[src/rtl/uart_pkg.sv]
// uart_pkg: shared UART framing types, constants and the even-parity helper
package uart_pkg;
  localparam int WIDTH_DATABITS = 8;
  localparam logic STOP_ONE = 1'b0;
  localparam logic STOP_TWO = 1'b1;
  localparam logic PARITY_NONE = 1'b0;
  localparam logic PARITY_EVEN = 1'b1;
  typedef enum logic [2:0] {IDLE, START, DATA, PARITY, STOP} state_t;
  function automatic logic even_parity(input logic [63:0] d);
    return ^d;
  endfunction
endpackage

[src/rtl/uart_tx_baud.sv]
// uart_tx_baud: bit-period counter; ports clk, rst_n, en (count), clr (zero), bit_end (last clk of a bit)
module uart_tx_baud #(
  parameter int CLKS_PER_BIT = 434
) (
  input  logic clk,
  input  logic rst_n,
  input  logic en,
  input  logic clr,
  output logic bit_end
);
  localparam int CW = (CLKS_PER_BIT > 1) ? $clog2(CLKS_PER_BIT) : 1;
  logic [CW-1:0] cnt;
  assign bit_end = en && cnt == CW'(CLKS_PER_BIT - 1);
  always_ff @(posedge clk)
    if (!rst_n || clr) cnt <= '0;
    else if (en) cnt <= bit_end ? '0 : cnt + 1'b1;
endmodule

[src/rtl/uart_tx.sv]
// uart_tx: UART transmitter; byte in via valid_in/ready_in, framed serial out on tx, busy/done status
module uart_tx #(
  parameter int WIDTH_DATABITS = uart_pkg::WIDTH_DATABITS,
  parameter int CLKS_PER_BIT = 434,
  parameter int WIDTH_BITCNT = 4
) (
  input  logic                      clk,
  input  logic                      rst_n,
  input  logic                      parity_bit_config,
  input  logic                      stop_bit_config,
  input  logic [WIDTH_DATABITS-1:0] in,
  input  logic                      valid_in,
  output logic                      ready_in,
  output logic                      tx,
  output logic                      busy,
  output logic                      done
);
  import uart_pkg::*;
  state_t state, state_nxt;
  logic [WIDTH_DATABITS-1:0] shift, shift_nxt;
  logic [WIDTH_BITCNT-1:0] idx;
  logic par_q, par_bit, stop_q, stop_idx, tx_nxt, bit_end, xfer, last_data, last_stop;
  assign xfer = valid_in && ready_in;
  assign last_data = idx == WIDTH_BITCNT'(WIDTH_DATABITS - 1);
  assign last_stop = stop_idx || stop_q != STOP_TWO;
  assign busy = state != IDLE;
  uart_tx_baud #(.CLKS_PER_BIT(CLKS_PER_BIT)) u_baud (
    .clk(clk), .rst_n(rst_n), .en(busy), .clr(!busy), .bit_end(bit_end)
  );
  always_ff @(posedge clk)
    state <= !rst_n ? IDLE : state_nxt;
  always_comb begin
    state_nxt = state;
    case (state)
      IDLE:    if (xfer) state_nxt = START;
      START:   if (bit_end) state_nxt = DATA;
      DATA:    if (bit_end && last_data) state_nxt = (par_q == PARITY_EVEN) ? PARITY : STOP;
      PARITY:  if (bit_end) state_nxt = STOP;
      STOP:    if (bit_end && last_stop) state_nxt = IDLE;
      default: state_nxt = IDLE;
    endcase
  end
  // tx is computed from the next state so the line register changes on the same edge as the FSM
  always_comb begin
    shift_nxt = (state == DATA && bit_end) ? shift >> 1 : shift;
    tx_nxt = state_nxt == START ? 1'b0 :
             state_nxt == DATA ? shift_nxt[0] :
             state_nxt == PARITY ? par_bit : 1'b1;
  end
  always_ff @(posedge clk) begin
    if (!rst_n) begin
      shift <= '0;
      idx <= '0;
      par_q <= PARITY_NONE;
      par_bit <= 1'b0;
      stop_q <= STOP_ONE;
      stop_idx <= 1'b0;
      tx <= 1'b1;
      done <= 1'b0;
      ready_in <= 1'b0;
    end else begin
      shift <= xfer ? in : shift_nxt;
      idx <= xfer ? '0 : (state == DATA && bit_end) ? idx + 1'b1 : idx;
      stop_idx <= xfer ? 1'b0 : (state == STOP && bit_end) ? 1'b1 : stop_idx;
      if (xfer) begin
        par_q <= parity_bit_config;
        par_bit <= even_parity(64'(in));
        stop_q <= stop_bit_config;
      end
      tx <= tx_nxt;
      done <= state == STOP && state_nxt == IDLE;
      ready_in <= state_nxt == IDLE;
    end
  end
endmodule

[config.mk]
export PLATFORM = sky130hd
export DESIGN_NAME = uart_tx
export DESIGN_NICKNAME = d
export VERILOG_FILES = /design/src/rtl/uart_pkg.sv /design/src/rtl/uart_tx_baud.sv /design/src/rtl/uart_tx.sv
export SDC_FILE = /design/constraint.sdc
export NUM_CORES = 1
export LEC_CHECK = 0
export BUFFER_PORTS_ARGS = -buffer_cell sky130_fd_sc_hd__buf_2
export CORE_UTILIZATION = 50
export CTS_CLUSTER_DIAMETER = 80
export DETAILED_ROUTE_END_ITERATION = 16
export GPL_TIMING_DRIVEN = 0
export PLACE_DENSITY = 0.7
export SETUP_SLACK_MARGIN = 0.05
export SLEW_MARGIN = 30
export SYNTH_ARGS = -nofsm -noshare
export SYNTH_HDL_FRONTEND = slang
export SYNTH_SLANG_ARGS = --single-unit
[constraint.sdc]
create_clock -name clk -period 1.95 [get_ports clk]
set_input_delay 0 -clock clk [delete_from_list [all_inputs] [get_ports clk]]
set_output_delay 0 -clock clk [all_outputs]
set_load 0.005 [all_outputs]
==> impl_metrics.json <==
{
  "initial_core_util": 0.525,
  "drv_slew": 0,
  "dr.pass1.iters": 4,
  "final_cell_mix": "29 x dfxtp_1, 23 x nor2_1, 17 x buf_2",
  "grt_max_degree": 11,
  "clk_path_buf_depth": 2,
  "status": "completed",
  "antenna_found_initial": 0,
  "fillers": 216,
  "synthFlopType": "dfxtp_1",
  "fin_nets": 211,
  "syn_area_per_cell_sq_um": 9.09,
  "totalWireLength_microns": 3010,
  "fin_crit_sh": 0.930,
  "grt_pass1_wl_microns": 5250,
  "die_y_microns": 55.6,
  "relSlewSlack": 0.692,
  "area_growth_pct": 27.4,
  "cp_max_fo": 8,
  "max-vdd-ir-drop_mv": 0.967,
  "via_per_inst": 5.56,
  "hold_class": "primary input to flip-flop",
  "numPortBuffers": 16,
  "gp_congestion": 0.800,
  "ys_seq_area_frac": 0.432,
  "ys_warn_count": 0,
  "placed_area_sq_um": 1560,
  "crit_type": "flip-flop to flip-flop",
  "power_density_nw_per_um2": 790,
  "synth_cell_types": 37,
  "dp_hpwl_microns": 2050,
  "synth_area_leaders": "dfxtp_1 43%, nor2_1 6.0%, mux2i_1 5.6%, xnor2_1 4.3%, xor2_1 4.3%",
  "drive_gt1_frac": 0.189,
  "fmax_ghz": 0.551,
  "diodes": 0,
  "leakage_nw": 0.756,
  "cp_top_family": "simple AND/OR/NAND/NOR gates",
  "die_w_microns": 55.6,
  "seq_area_sq_um": 623,
  "cap_viol_max_count": 0,
  "clk_pin_slew_ns": 0.10,
  "wl_per_cell_microns": 13.2,
  "synthesis.area_sq_um": 1440,
  "grt_use_total": 0.222,
  "ys_seq_elements": 31,
  "critPathSlowestCell": "or3b_1",
  "drc": 0,
  "synth_top_area_share": 0.432,
  "synth.net_count": 174,
  "worstSetupStartpointType": "flip-flop",
  "ant_nets": 0,
  "gr-total-overflow": 0,
  "critPathArrivalTime_ns": 2.06,
  "path_cells": "or3b_1 -> or3_1 -> buf_2 -> mux2i_1 -> and3_1 -> o21ai_0",
  "clock-skew-final_ns": 0.0101,
  "fin_crit_ns": 1.81,
  "tightest_slew_ns": 0.462,
  "cts_sinks": 31,
  "yosysTopAreaCell": "dfxtp_1",
  "fp-row-count": 19,
  "cts_inserted_buffers": 5,
  "end_kind": "flip-flop",
  "critPathMaxStageDelay_ns": 0.40,
  "whs_ns": 0.0292,
  "finalSetupViolCount": 0,
  "clk_latency_ns": 0.35,
  "hold_viol_final": 0,
  "cts_root_buffer": "clkbuf_4",
  "cp.required_ns": 2.19,
  "synth_cells": 158,
  "vias": 1261,
  "first_iter_violations": 51,
  "timing.setup.tns_ns": 0,
  "async_reset_ff_frac": 0,
  "rsz0062_at_grt": "true",
  "post-route-cell-area_sq_um": 1830,
  "grt_pass1_vias": 1224,
  "core_area_sq_um": 2730,
  "stdcell_count": 227,
  "multiInputGateArea_sq_um": 803,
  "pre_cts_slack_ns": 0.0227,
  "cts_tree": "built",
  "dieArea_sq_um": 3090,
  "path_buf_inv": 1,
  "num_io_pins": 17,
  "synth_edf_count": 0,
  "final_common_cell": "dfxtp_1",
  "dp_cells": 205,
  "setup_ws_ns": 0.136,
  "cts_max_level": 2
}
[repair_timing]
action / 4_1_cts / 5_1_grt
gates cloned: 0 / 0
resized for setup: 2 / 7
hold buffers: 14 / 0
pin swaps: 0 / 2
setup buffers: 0 / 0
hold endpoints to repair: 12 / 0
endpoints found under the setup margin: 2 / 8
[logic make-up (layout without fill, tap and decap cells)]
| family | count (synthesis) | after routing | synth area share |
|---|---|---|---|
| AOI/OAI and AO/OA | 24 | 24 | 0.108 |
| xor gates and xnor gates | 14 | 14 | 0.0854 |
| adders and majority gates | 3 | 3 | 0.0261 |
| buffers and inverters | 9 | 47 | 0.0296 |
| DFF | 31 | 31 | 0.432 |
| muxes | 8 | 8 | 0.0558 |
| and+or+nand+nor | 69 | 69 | 0.263 |
[cell usage after synthesis, types with 3 or more instances]
| library cell | instances |
|---|---|
| dfxtp_1 | 31 |
| nor2_1 | 23 |
| nand2_1 | 10 |
| a21oi_1 | 9 |
| mux2i_1 | 8 |
| a211oi_1 | 7 |
| nand3_1 | 7 |
| xnor2_1 | 7 |
| xor2_1 | 7 |
| and3_1 | 4 |
| clkbuf_1 | 4 |
| o21ai_0 | 4 |
| or3_1 | 4 |
| ha_1 | 3 |
| inv_1 | 3 |
[worst reg2reg max path: stages, from the launching register on]
cell and delay (ns):
dfxtp_1 0.37, or3b_1 0.40, or3_1 0.30, buf_2 0.16
mux2i_1 0.21, and3_1 0.18, o21ai_0 0.09
[cell type report]
cell class	instances	area share
Clock inverter	2	0.0328
Clock buffer	6	0.0226
Tap cell	31	0.0212
Buffer	6	0.0171
Multi-Input combinational cell	118	0.439
Inverter	3	0.00616
Timing Repair Buffer	30	0.120
Sequential cell	31	0.341
[flip-flops by register name, summed over array words and instances (netlist names)]
signal / flops
u_baud.cnt: 9
stop_idx: 1
tx: 1
idx: 4
shift: 8
stop_q: 1
ready_in: 1
state: 3
done: 1
par_q: 1
par_bit: 1
[per-layer routing]
layer / share of wire / wire length [microns] / GRT usage / vias to the layer above
met1: 0.42 / 1270 / 0.251 / 596
li1: - / - / - / 632
met2: 0.51 / 1540 / 0.377 / 27
met5: 0 / 0 / 0 / -
met4: 0.019 / 57 / 0.0857 / 0
met3: 0.044 / 132 / 0.0837 / 6
[power by group]
group	leakage, nW	switching [mW]	internal, mW
clock network	0.0525	0.228	0.400
logic	0.451	0.0704	0.0752
registers	0.253	0.0155	0.656
[worst paths after layout]
check / from / end / slack [ns] / depth (start not counted)
max reg2reg: state[2] / tx / 0.14 / 6
min reg2reg: u_baud.cnt[0] / u_baud.cnt[0] / 0.45 / 1
min: valid_in / par_bit / 0.03 / 3
max: state[2] / tx / 0.14 / 6
[per-stage QoR]
stage / util / power [mW]
finish: 0.669 / 1.45
floorplan: - / 0.760
CTS: 0.662 / 1.45
global placement: 0.569 / 0.798
global route: 0.669 / 1.50
detailed placement: 0.569 / 0.803
No activity file was read; power rests on OpenSTA's default activity.
